<file path="src/rtl/md_alu_control.sv">
// rtl/md_alu_control.sv - ALU control decode with iterative unsigned multiply/divide unit and HI/LO registers
module md_alu_control #(
    parameter int WIDTH = 32
) (
    input  logic             clk,
    input  logic             reset,
    input  logic [1:0]       ALUOP,
    input  logic [5:0]       Funcion,
    input  logic             start,
    input  logic [WIDTH-1:0] op_a,
    input  logic [WIDTH-1:0] op_b,
    output logic [3:0]       ALU_Control,
    output logic             busy,
    output logic             done,
    output logic             stall,
    output logic [WIDTH-1:0] md_result,
    output logic [WIDTH-1:0] hi,
    output logic [WIDTH-1:0] lo
);

    localparam int CW = $clog2(WIDTH + 1);

    localparam logic [5:0] F_ADD   = 6'b100000;
    localparam logic [5:0] F_SUB   = 6'b100010;
    localparam logic [5:0] F_AND   = 6'b100100;
    localparam logic [5:0] F_OR    = 6'b100101;
    localparam logic [5:0] F_SLT   = 6'b101010;
    localparam logic [5:0] F_NOR   = 6'b100111;
    localparam logic [5:0] F_MULTU = 6'b011001;
    localparam logic [5:0] F_DIVU  = 6'b011011;
    localparam logic [5:0] F_MFHI  = 6'b010000;
    localparam logic [5:0] F_MFLO  = 6'b010010;

    typedef enum logic [1:0] {IDLE, MUL, DIV, FIN} state_t;

    state_t            state, state_nxt;
    logic [CW-1:0]     cnt;
    logic [WIDTH-1:0]  opnd;
    // MUL: {partial product high half, remaining multiplier bits}
    // DIV: {partial remainder, dividend bits shifting into quotient}
    logic [2*WIDTH-1:0] acc;
    logic [2*WIDTH-1:0] step_nxt;

    logic             rtype;
    logic             issue_mul;
    logic             issue_div;
    logic             last;
    logic [WIDTH:0]   mul_sum;
    logic [WIDTH:0]   div_shift;
    logic [WIDTH-1:0] div_diff;
    logic             div_ge;

    assign rtype     = (ALUOP == 2'b10);
    assign issue_mul = start && rtype && (Funcion == F_MULTU);
    assign issue_div = start && rtype && (Funcion == F_DIVU);
    assign last      = (cnt == CW'(WIDTH - 1));

    always_comb begin
        ALU_Control = 4'b1111;
        case (ALUOP)
            2'b00: ALU_Control = 4'b0010;
            2'b01: ALU_Control = 4'b0110;
            2'b10: begin
                case (Funcion)
                    F_ADD:   ALU_Control = 4'b0010;
                    F_SUB:   ALU_Control = 4'b0110;
                    F_AND:   ALU_Control = 4'b0000;
                    F_OR:    ALU_Control = 4'b0001;
                    F_SLT:   ALU_Control = 4'b0111;
                    F_NOR:   ALU_Control = 4'b1100;
                    default: ALU_Control = 4'b1111;
                endcase
            end
            default: ALU_Control = 4'b1111;
        endcase
    end

    // One shift-add or one restoring-subtract step per cycle
    always_comb begin
        mul_sum   = {1'b0, acc[2*WIDTH-1:WIDTH]} + (acc[0] ? {1'b0, opnd} : '0);
        div_shift = {acc[2*WIDTH-1:WIDTH], acc[WIDTH-1]};
        div_ge    = (div_shift >= {1'b0, opnd});
        div_diff  = div_shift[WIDTH-1:0] - opnd;
        if (state == MUL) begin
            step_nxt = {mul_sum, acc[WIDTH-1:1]};
        end else begin
            step_nxt = {(div_ge ? div_diff : div_shift[WIDTH-1:0]), acc[WIDTH-2:0], div_ge};
        end
    end

    always_comb begin
        state_nxt = state;
        case (state)
            IDLE: begin
                if (issue_mul)      state_nxt = MUL;
                else if (issue_div) state_nxt = DIV;
            end
            MUL, DIV: begin
                if (last) state_nxt = FIN;
            end
            FIN:     state_nxt = IDLE;
            default: state_nxt = IDLE;
        endcase
    end

    assign busy  = (state == MUL) || (state == DIV);
    assign done  = (state == FIN);
    assign stall = busy && rtype &&
                   ((Funcion == F_MULTU) || (Funcion == F_DIVU) ||
                    (Funcion == F_MFHI)  || (Funcion == F_MFLO));

    always_comb begin
        md_result = '0;
        if (rtype && (Funcion == F_MFHI))      md_result = hi;
        else if (rtype && (Funcion == F_MFLO)) md_result = lo;
    end

    always_ff @(posedge clk) begin
        if (reset) begin
            state <= IDLE;
            cnt   <= '0;
            opnd  <= '0;
            acc   <= '0;
            hi    <= '0;
            lo    <= '0;
        end else begin
            state <= state_nxt;
            if (state == IDLE) begin
                if (issue_mul || issue_div) begin
                    cnt  <= '0;
                    opnd <= issue_mul ? op_a : op_b;
                    acc  <= {{WIDTH{1'b0}}, (issue_mul ? op_b : op_a)};
                end
            end else if (busy) begin
                cnt <= cnt + CW'(1);
                acc <= step_nxt;
                if (last) begin
                    hi <= step_nxt[2*WIDTH-1:WIDTH];
                    lo <= step_nxt[WIDTH-1:0];
                end
            end
        end
    end

endmodule

</file>
<file path="config.mk">
export PLATFORM = sky130hd
export DESIGN_NAME = md_alu_control
export DESIGN_NICKNAME = d
export VERILOG_FILES = /design/src/rtl/md_alu_control.sv
export SDC_FILE = /design/constraint.sdc
export NUM_CORES = 1
export LEC_CHECK = 0
export BUFFER_PORTS_ARGS = -buffer_cell sky130_fd_sc_hd__buf_2
export CORE_UTILIZATION = 40
export DETAILED_ROUTE_END_ITERATION = 12
export REMOVE_ABC_BUFFERS = 1
export SYNTH_ARGS = -nofsm -noshare
export SYNTH_HDL_FRONTEND = slang
export SYNTH_SLANG_ARGS = --single-unit
export TNS_END_PERCENT = 100
</file>
<file path="constraint.sdc">
create_clock -name clk -period 6.23 [get_ports clk]
set_input_delay 1.246 -clock clk [delete_from_list [all_inputs] [get_ports clk]]
set_output_delay 1.246 -clock clk [all_outputs]
set_load 0.02 [all_outputs]
</file>
==> metrics.txt, run 1 <==
Critical Path Slowest Stage Cell buf_4; Hold Crit Class flip-flop to flip-flop; CTS tree done; Routed WL per cell 19.8 um; ys flop type dfxtp_1; clk buf depth 2; switching share of power 0.403; die height 177 um; final worst-path cycle share 0.670; drt drc 0; CTS buffer count 17; Reg power frac 0.293; GPL Wtd Cong 0.914; DIE WIDTH 177 um; simple-gate share of the synthesized area 0.230; Final nets 1879; mux share of post-synthesis cell area 0.0671; Mean Syn Cell Area 7.48 sq um; initial core utilization 0.409; violation count after the first detailed-routing iteration 1063; fraction of registers with async set/reset 0; Compound-Gate Fraction of Synth Area 0.264; top cell type by total area after synthesis dfxtp_1; n_diodes 0; Post-Synthesis Cell Area 12200 sq um; CORE AREA 29900 sq um; Cell Chain, Critical Path buf_2, buf_4, nand2_1, xor2_1, a21boi_0, buf_2; Max VDD drop 180 uV; Final Hold Viols 0; worst setup margin 2.06 ns; PwrDens 301 nW/um^2; hold_ws 0.466 ns; final antenna-violating net count 0; post_cts resized 0; Yosys warning count 0; max-slew violations 0; synth top area cells dfxtp_1 (27%), ha_1 (7.1%), nand2_1 (6.9%), a21oi_1 (6.9%), mux2i_1 (6.0%); final WL 42.2 mm; Boundary Pins 178; Setup WS pre-CTS 2.05 ns; clock insertion delay at the later pin of the skew report 0.45 ns; IO buf count 177; TNS Setup 0 ns; Post-CTS Setup Bufs 0; Clk pin slew, worst setup/hold paths 0.07 ns; CP Class input pin to output port; Max Fanout on Critical Path 41; pin count of the biggest net entering global routing 80; first-pass GRT wire length 66.2 mm; vias in the first global route 11600; combinational power share 0.415; Synth Area in XOR/XNOR 0.0358; post-synthesis register bit count 168; H-Tree Level Count 4; area share of the largest cell type after synthesis 0.275; max-cap viol count 0; Seq/Total Area, Yosys 0.275; setup repair after global routing missed its margin false; Finish-stage setup viols 0; adder-cell share of the synthesized area 0.0739; Switch Pwr 1690 uW; critical path launch point type input pin; DR vias 12700; crit end category output port; Internal Power 2510 uW; cts-stage hold buffer count 0; clock power share 0.292; Area growth, synth to finish 14.2%; clk sink count 168; Req. time, crit path 4.98 ns; share of layout cells above drive strength 1 0.149; clk root buf clkbuf_16; grt ovf 0; Max-slew headroom 0.260; DRT Pass-1 Iters 5; leakage 0.00594 uW; GRT Util Overall 0.270; largest family of logic cells by synthesized area compound AO/OA/AOI/OAI gates; clk_skew 0.0156 ns; outcome complete, no violations; die area 31300 sq um; Worst Tran Pin Value 1.11 ns; CP most frequent cell buf_2; fin crit period 4.17 ns; drt via density 5.92; Post-DP HPWL 31.1 mm; crit path DAT 2.93 ns; slowest cell delay on critical path 0.58 ns; Std-Cell Rows 63; initial antenna violation count 0; EDFF count, synth 0; Peak Freq 0.240 GHz; distinct cell type count after synthesis 81; Cells after Synth 1634; FILL cells 2994
-- placed cells by master, fill, tap and decap left out, types with 13 or more instances in the layout --
master	synthesis	routed
nand3b_1	18	18
o21a_1	13	13
a211oi_1	41	41
o211ai_1	13	13
a21oi_1	169	169
inv_1	53	53
nand2_1	226	226
o221ai_1	27	27
clkbuf_16	0	17
xor2_1	19	19
o21ai_0	73	73
mux2i_1	73	73
a21o_1	24	24
a22o_1	15	15
dfxtp_1	168	168
nand3_1	24	24
xnor2_1	31	31
and2_1	52	52
and3_1	15	15
nor2_1	175	169
nor3_1	32	32
buf_4	1	16
buf_2	13	176
a311oi_1	22	22
ha_1	69	68
-- sequential cells by signal (all words and copies together) (netlist names) --
register and flops:
hi 32, acc 64, opnd 32, state 2, lo 32, cnt 6
-- critical path, delay by kind of cell --
family	cells	cell delay, ns
AO/OA/AOI/OAI	1	0.17
XOR/XNOR	1	0.18
buffers and inverters	3	1.14
AND/OR/NAND/NOR	1	0.16
-- Yosys cell counts, types with 13 or more instances --
library cell  instances
nand3b_1             18
nand2_1             226
o211ai_1             13
a22o_1               15
mux2i_1              73
nor2_1              175
a21o_1               24
buf_1                14
nor3_1               32
and2_1               52
buf_2                13
a311oi_1             22
o21a_1               13
xnor2_1              31
o221ai_1             27
dfxtp_1             168
nand3_1              24
a21oi_1             169
o21ai_0              73
clkbuf_1             82
inv_1                53
a211oi_1             41
xor2_1               19
ha_1                 69
and3_1               15
-- power groups by stage --
stage	sequential [uW]	clock [uW]	combinational, uW
after floorplan	1220	0	1190
after global placement	1250	0	1720
after detailed placement	1250	0	1710
after CTS	1230	1230	1730
after global routing	1240	1280	1870
final	1230	1230	1740
-- per-stage QoR --
stage	power, uW	utilization	area (sq um)	cells
2_1_floorplan	2410	-	11800	1522
3_3_place_gp	2970	0.445	13300	2104
3_5_place_dp	2970	0.445	13300	2104
4_1_cts	4180	0.468	14000	2136
5_1_grt	4390	0.468	14000	2136
6_report	4200	0.468	14000	2136
-- worst paths after layout --
kind	start	end	slack, ns	cells past startpoint
worst max-delay path	Funcion[1]	ALU_Control[0]	2.06	6
worst max register to register	acc[0]$_SDFFE_PP0P_	hi[29]$_SDFFE_PP0P_	2.29	12
worst min register to register	cnt[5]$_SDFFE_PP0P_	cnt[5]$_SDFFE_PP0P_	0.47	1
worst min-delay path	cnt[5]$_SDFFE_PP0P_	cnt[5]$_SDFFE_PP0P_	0.47	1
-- cell families (layout without fill, tap and decap cells) --
logic type / after synthesis / in the layout
AOI/OAI and AO/OA: 491 / 491
xor gates and xnor gates: 50 / 50
adders and majority gates: 71 / 71
buffers and inverters: 166 / 278
DFF: 168 / 168
muxes: 81 / 81
and+or+nand+nor: 607 / 607
-- metal layers --
layer	wire [um]	vias up	global-route usage
met4	1040	0	0.0880
met5	0	-	0
li1	-	6072	-
met2	18300	495	0.409
met3	2760	63	0.0288
met1	20100	6021	0.396
-- cell type report --
type,instances,area (sq um),share of cell area
flip-flops and latches,168,3360,0.241
clock inverters,15,234,0.0168
well taps,390,488,0.0349
repair buffers,192,1000,0.0717
clock buffers,17,425,0.0305
inverters,54,203,0.0145
multi-input cells,1300,8250,0.591
(Power assumes the default switching activity.)
==> run 2: changes to the inputs <==
clock period = 3.9 ns   (was 6.23 ns; I/O delays follow)
==> run 2 against run 1 <==
Total power rose by 58%. Sequential power rose by 59%. Clock power rose by 46%. Setup slack got worse by 1.6 ns. Cell count rose by 0.89%. Critical path depth rose by 6. Non-clock buffer count rose by 19. Combinational power rose by 65%. Sequential share of layout area fell by 0.16 points. Critical endpoint is now hi[29]$_SDFFE_PP0P_. Clock skew barely moved. Clock-buffer cell count did not move. Worst hold slack improved by 0.0028 ns.
==> metrics.txt, run 2 (synthesis gave the netlist of run 1 again) <==
Final Core Density 0.471; clk root buf clkbuf_16; initial antenna violation count 0; Clk pin slew, worst setup/hold paths 0.07 ns; hold_ws 0.469 ns; commonest cells after routing, fill and taps aside nand2_1 (226), buf_2 (176), nor2_1 (169), a21oi_1 (169), dfxtp_1 (168); Layout Cells excl Fill 2155; cts-stage hold buffer count 0; FILL cells 3019; setup repair after global routing missed its margin false; Largest register FFs 64; leakage 0.00600 uW; GPL Wtd Cong 0.965; drt via density 5.87; hold path startpoint opnd[20]$_SDFFE_PP0P_; Final Hold Viols 0; CORE AREA 29900 sq um; Reg area 3360 sq um; Area growth, synth to finish 15.0%; crit path DAT 3.78 ns; Post-CTS Setup Bufs 0; area of the multi-input gates 8250 sq um; clk_skew 0.0156 ns; post_cts resized 0; Max Fanout on Critical Path 8; initial core utilization 0.409; fin crit period 3.42 ns; IO buf count 177; Design Power 6620 uW; H-Tree Level Count 4; crit end category flip-flop; clk sink count 168; Post-DP HPWL 31.9 mm; grt ovf 0; CTS tree done; TNS Setup 0 ns; Peak Freq 0.292 GHz; pin count of the biggest net entering global routing 55; final WL 42.6 mm; capture point of the worst path hi[29]$_SDFFE_PP0P_; clock insertion delay at the later pin of the skew report 0.45 ns; outcome complete, no violations; Max-slew headroom 0.357; vias in the first global route 11300; Max VDD drop 329 uV; first-pass GRT wire length 65.9 mm; n_diodes 0; Worst Tran Pin Value 0.964 ns; max-slew violations 0; share of layout cells above drive strength 1 0.158; critical path launch point type flip-flop; RR Endpoint hi[29]$_SDFFE_PP0P_; violation count after the first detailed-routing iteration 1002; DR vias 12700; final worst-path cycle share 0.878; R2R Setup Slk 0.48 ns; GRT Util Overall 0.272; final antenna-violating net count 0; Cells after DPL 2123; clk buf depth 2; CTS buffer count 17; Final nets 1898; Std-Cell Rows 63; R2R depth 12; DRT Pass-1 Iters 5; Critical R2R Launch acc[0]$_SDFFE_PP0P_; Reg with most FFs acc; Routed WL per cell 19.8 um; die height 177 um; Finish-stage setup viols 0; drt drc 0; commonest non-fill, non-tap cell in the layout nand2_1; Hold Crit Class flip-flop to flip-flop; Boundary Pins 178; max-cap viol count 0; Req. time, crit path 4.26 ns; critical path launch point acc[0]$_SDFFE_PP0P_; die area 31300 sq um; CP Class flip-flop to flip-flop; PwrDens 471 nW/um^2; DIE WIDTH 177 um
run 2: per-layer routing:
metal  track usage  share of wire
met5             0              0
met4        0.0801          0.022
met3        0.0294          0.066
met2         0.403           0.42
met1         0.409           0.49
run 2: worst min path at each step:
| stage | end | slack [ns] | cells after the start |
|---|---|---|---|
| 2_1_floorplan | cnt[5]$_SDFFE_PP0P_ | 0.43 | 1 |
| 3_3_place_gp | opnd[20]$_SDFFE_PP0P_ | 0.46 | 2 |
| 3_5_place_dp | opnd[20]$_SDFFE_PP0P_ | 0.46 | 2 |
| 4_1_cts | opnd[20]$_SDFFE_PP0P_ | 0.47 | 2 |
| 5_1_grt | opnd[20]$_SDFFE_PP0P_ | 0.48 | 2 |
| 6_report | opnd[20]$_SDFFE_PP0P_ | 0.47 | 2 |
run 2: through the flow:
stage	area, sq um	worst slack, ns
detailed placement	13500	0.540
CTS	14100	0.492
finish	14100	0.475
floorplan	11800	-0.824
global placement	13500	0.597
global route	14100	0.191
run 2: critical path: stages, from the launching register on:
cell and delay (ns):
dfxtp_1 0.38, and2_1 0.19, ha_1 0.22, fa_1 0.41
a21oi_1 0.18, o21ai_0 0.19, o211ai_1 0.31, nand2_2 0.13
a211o_1 0.33, and2_4 0.16, a31o_1 0.22, o311a_1 0.35
nor4_1 0.26
run 2: area by class of cell:
class / instances / share of cell area
clock buffer: 17 / 0.0303
tap: 390 / 0.0347
multi-input combinational: 1300 / 0.587
clock inverter: 15 / 0.0131
inverter: 54 / 0.0144
sequential: 168 / 0.239
timing repair buffer: 211 / 0.0813
run 2: report_power, final:
group	leakage (uW)	internal (uW)	switching, uW
registers	0.00135	1830	116
logic	0.00436	1080	1790
clock network	0.000291	972	828
total	0.00600	3880	2730
==> run 3: changes to the inputs <==
BUFFER_PORTS_ARGS = -buffer_cell sky130_fd_sc_hd__clkbuf_2   (was -buffer_cell sky130_fd_sc_hd__buf_2)
CELL_PAD_IN_SITES_DETAIL_PLACEMENT = 0   (was unset)
CELL_PAD_IN_SITES_GLOBAL_PLACEMENT = 2   (was unset)
CORE_MARGIN = 2   (was unset)
CORE_UTILIZATION = 34   (was 40)
PLACE_DENSITY_LB_ADDON = 0.1   (was unset)
==> run 3 against run 2 <==
Setup slack worse by 0.099 ns. Sequential power about the same. Via count down 0.81%.
==> metrics.txt, run 3 (synthesis gave the netlist of run 1 again) <==
outcome complete, no violations; max-slew violations 0; violation count after the first detailed-routing iteration 968; share of layout cells above drive strength 1 0.160; clk sink count 168; count of cells along the worst hold path 1; commonest non-fill, non-tap cell in the layout nand2_1; CP Class flip-flop to flip-flop; drt drc 0; vias in the first global route 11900; CORE AREA 35500 sq um; crit path DAT 3.89 ns; initial core utilization 0.345; drt via density 5.63; DRT Pass-1 Iters 5; Max VDD drop 527 uV; clk root buf clkbuf_16; final WL 48.5 mm; leakage 0.00596 uW; die height 194 um; Largest register FFs 64; RR Endpoint hi[29]$_SDFFE_PP0P_; Hold EP cnt[5]$_SDFFE_PP0P_; cts-stage hold buffer count 0; fin crit period 3.52 ns; Finish-stage setup viols 0; Reg area 3360 sq um; critical path launch point acc[0]$_SDFFE_PP0P_; initial antenna violation count 0; Post-DP HPWL 36.7 mm; R2R Setup Slk 0.38 ns; Design Power 6690 uW; Std-Cell Rows 69; Max Fanout on Critical Path 27; final antenna-violating net count 0; first-pass GRT wire length 73.8 mm; Post-CTS Setup Bufs 0; Critical Path Slowest Stage Cell dfxtp_1; DR vias 12600; hold_ws 0.481 ns; FILL cells 3733; R2R depth 12; Hold Crit Class flip-flop to flip-flop; n_diodes 0; Worst Tran Pin Value 0.930 ns; CTS tree done; Final Hold Viols 0; commonest cells after routing, fill and taps aside nand2_1 (226), clkbuf_2 (175), nor2_1 (169), a21oi_1 (169), dfxtp_1 (168); TNS Setup 0 ns; hold path startpoint cnt[5]$_SDFFE_PP0P_; crit end category flip-flop; Max-slew headroom 0.380; post_cts resized 0; critical path launch point type flip-flop; H-Tree Level Count 4; Peak Freq 0.284 GHz; slowest cell delay on critical path 0.47 ns; GR peak layer met1; setup repair after global routing missed its margin false; Final nets 1903; grt met2 use 0.368; Critical R2R Launch acc[0]$_SDFFE_PP0P_; clk buf depth 2; clk_skew 0.0108 ns; routing usage on met1 0.392; CTS buffer count 17; max-cap viol count 0; Req. time, crit path 4.26 ns; GRT Util Overall 0.255; DIE WIDTH 194 um; area of the multi-input gates 8250 sq um; Clk pin slew, worst setup/hold paths 0.07 ns; Cell Chain, Critical Path buf_4, and2_1, ha_1, a211oi_2, o21bai_1, o311ai_2, nand2_2, a211o_1, and2_4, a31o_1, o311a_1, nor4_1; grt ovf 0; GPL Wtd Cong 0.921; Boundary Pins 178; Reg with most FFs acc; PwrDens 471 nW/um^2; clock insertion delay at the later pin of the skew report 0.45 ns; GR Util met3 0.0412; die area 37500 sq um; IO buf count 177; Area growth, synth to finish 16.2%; Routed WL per cell 21.8 um; placed cell area 13600 sq um; final instance area 14200 sq um; pin count of the biggest net entering global routing 46; final worst-path cycle share 0.903
## run 3: cell count changes in the layout (fill, tap and decap cells not counted)
cell / previous run / this run
inv_6: 3 / 4
clkbuf_2: 0 / 175
buf_4: 35 / 36
buf_2: 176 / 1
clkinvlp_4: 3 / 2
inv_8: 4 / 3
buf_12: 0 / 4
bufinv_16: 2 / 1
clkinv_4: 1 / 3
## run 3: through the flow
stage / cells / setup slack [ns] / utilization
after global routing: 2231 / 0.114 / 0.401
final: 2231 / 0.376 / 0.401
after global placement: 2199 / 0.382 / 0.384
after floorplan: 1522 / -0.824 / -
after CTS: 2231 / 0.402 / 0.401
after detailed placement: 2199 / 0.408 / 0.384
## run 3: final cells by class
class	instances	share of cell area
tap	461	0.0406
timing repair buffer	216	0.0866
inverter	54	0.0143
multi-input combinational	1300	0.581
sequential	168	0.237
clock buffer	17	0.0299
clock inverter	15	0.0114
## run 3: routing by layer
metal | routed length (um) | up-vias
met5 | 0 | -
met4 | 687 | 0
met3 | 2650 | 33
met2 | 20200 | 383
met1 | 25000 | 6021
li1 | - | 6119
## run 3: report_power, final
part	switching (uW)	total, uW	leakage, uW	internal, uW
Combinational	1860	2970	0.00432	1100
Sequential	121	1950	0.00135	1830
Clock	865	1770	0.000283	908
## run 3: how the worst max path moves through the flow
| stage | slack [ns] | cells after the start | endpoint |
|---|---|---|---|
| 2_1_floorplan | -0.82 | 8 | acc[10]$_SDFFE_PP0P_ |
| 3_3_place_gp | 0.38 | 11 | acc[60]$_SDFFE_PP0P_ |
| 3_5_place_dp | 0.41 | 12 | hi[29]$_SDFFE_PP0P_ |
| 4_1_cts | 0.40 | 12 | hi[29]$_SDFFE_PP0P_ |
| 5_1_grt | 0.11 | 11 | acc[60]$_SDFFE_PP0P_ |
| 6_report | 0.38 | 12 | hi[29]$_SDFFE_PP0P_ |
## run 3: worst max-delay path, delay by kind of cell, from the launching register on
kind                       cells  cell delay [ns]
AOI/OAI and AO/OA              6             1.57
adders and majority gates      1             0.30
buffers and inverters          1             0.33
DFF                            1             0.47
and+or+nand+nor                4             0.75
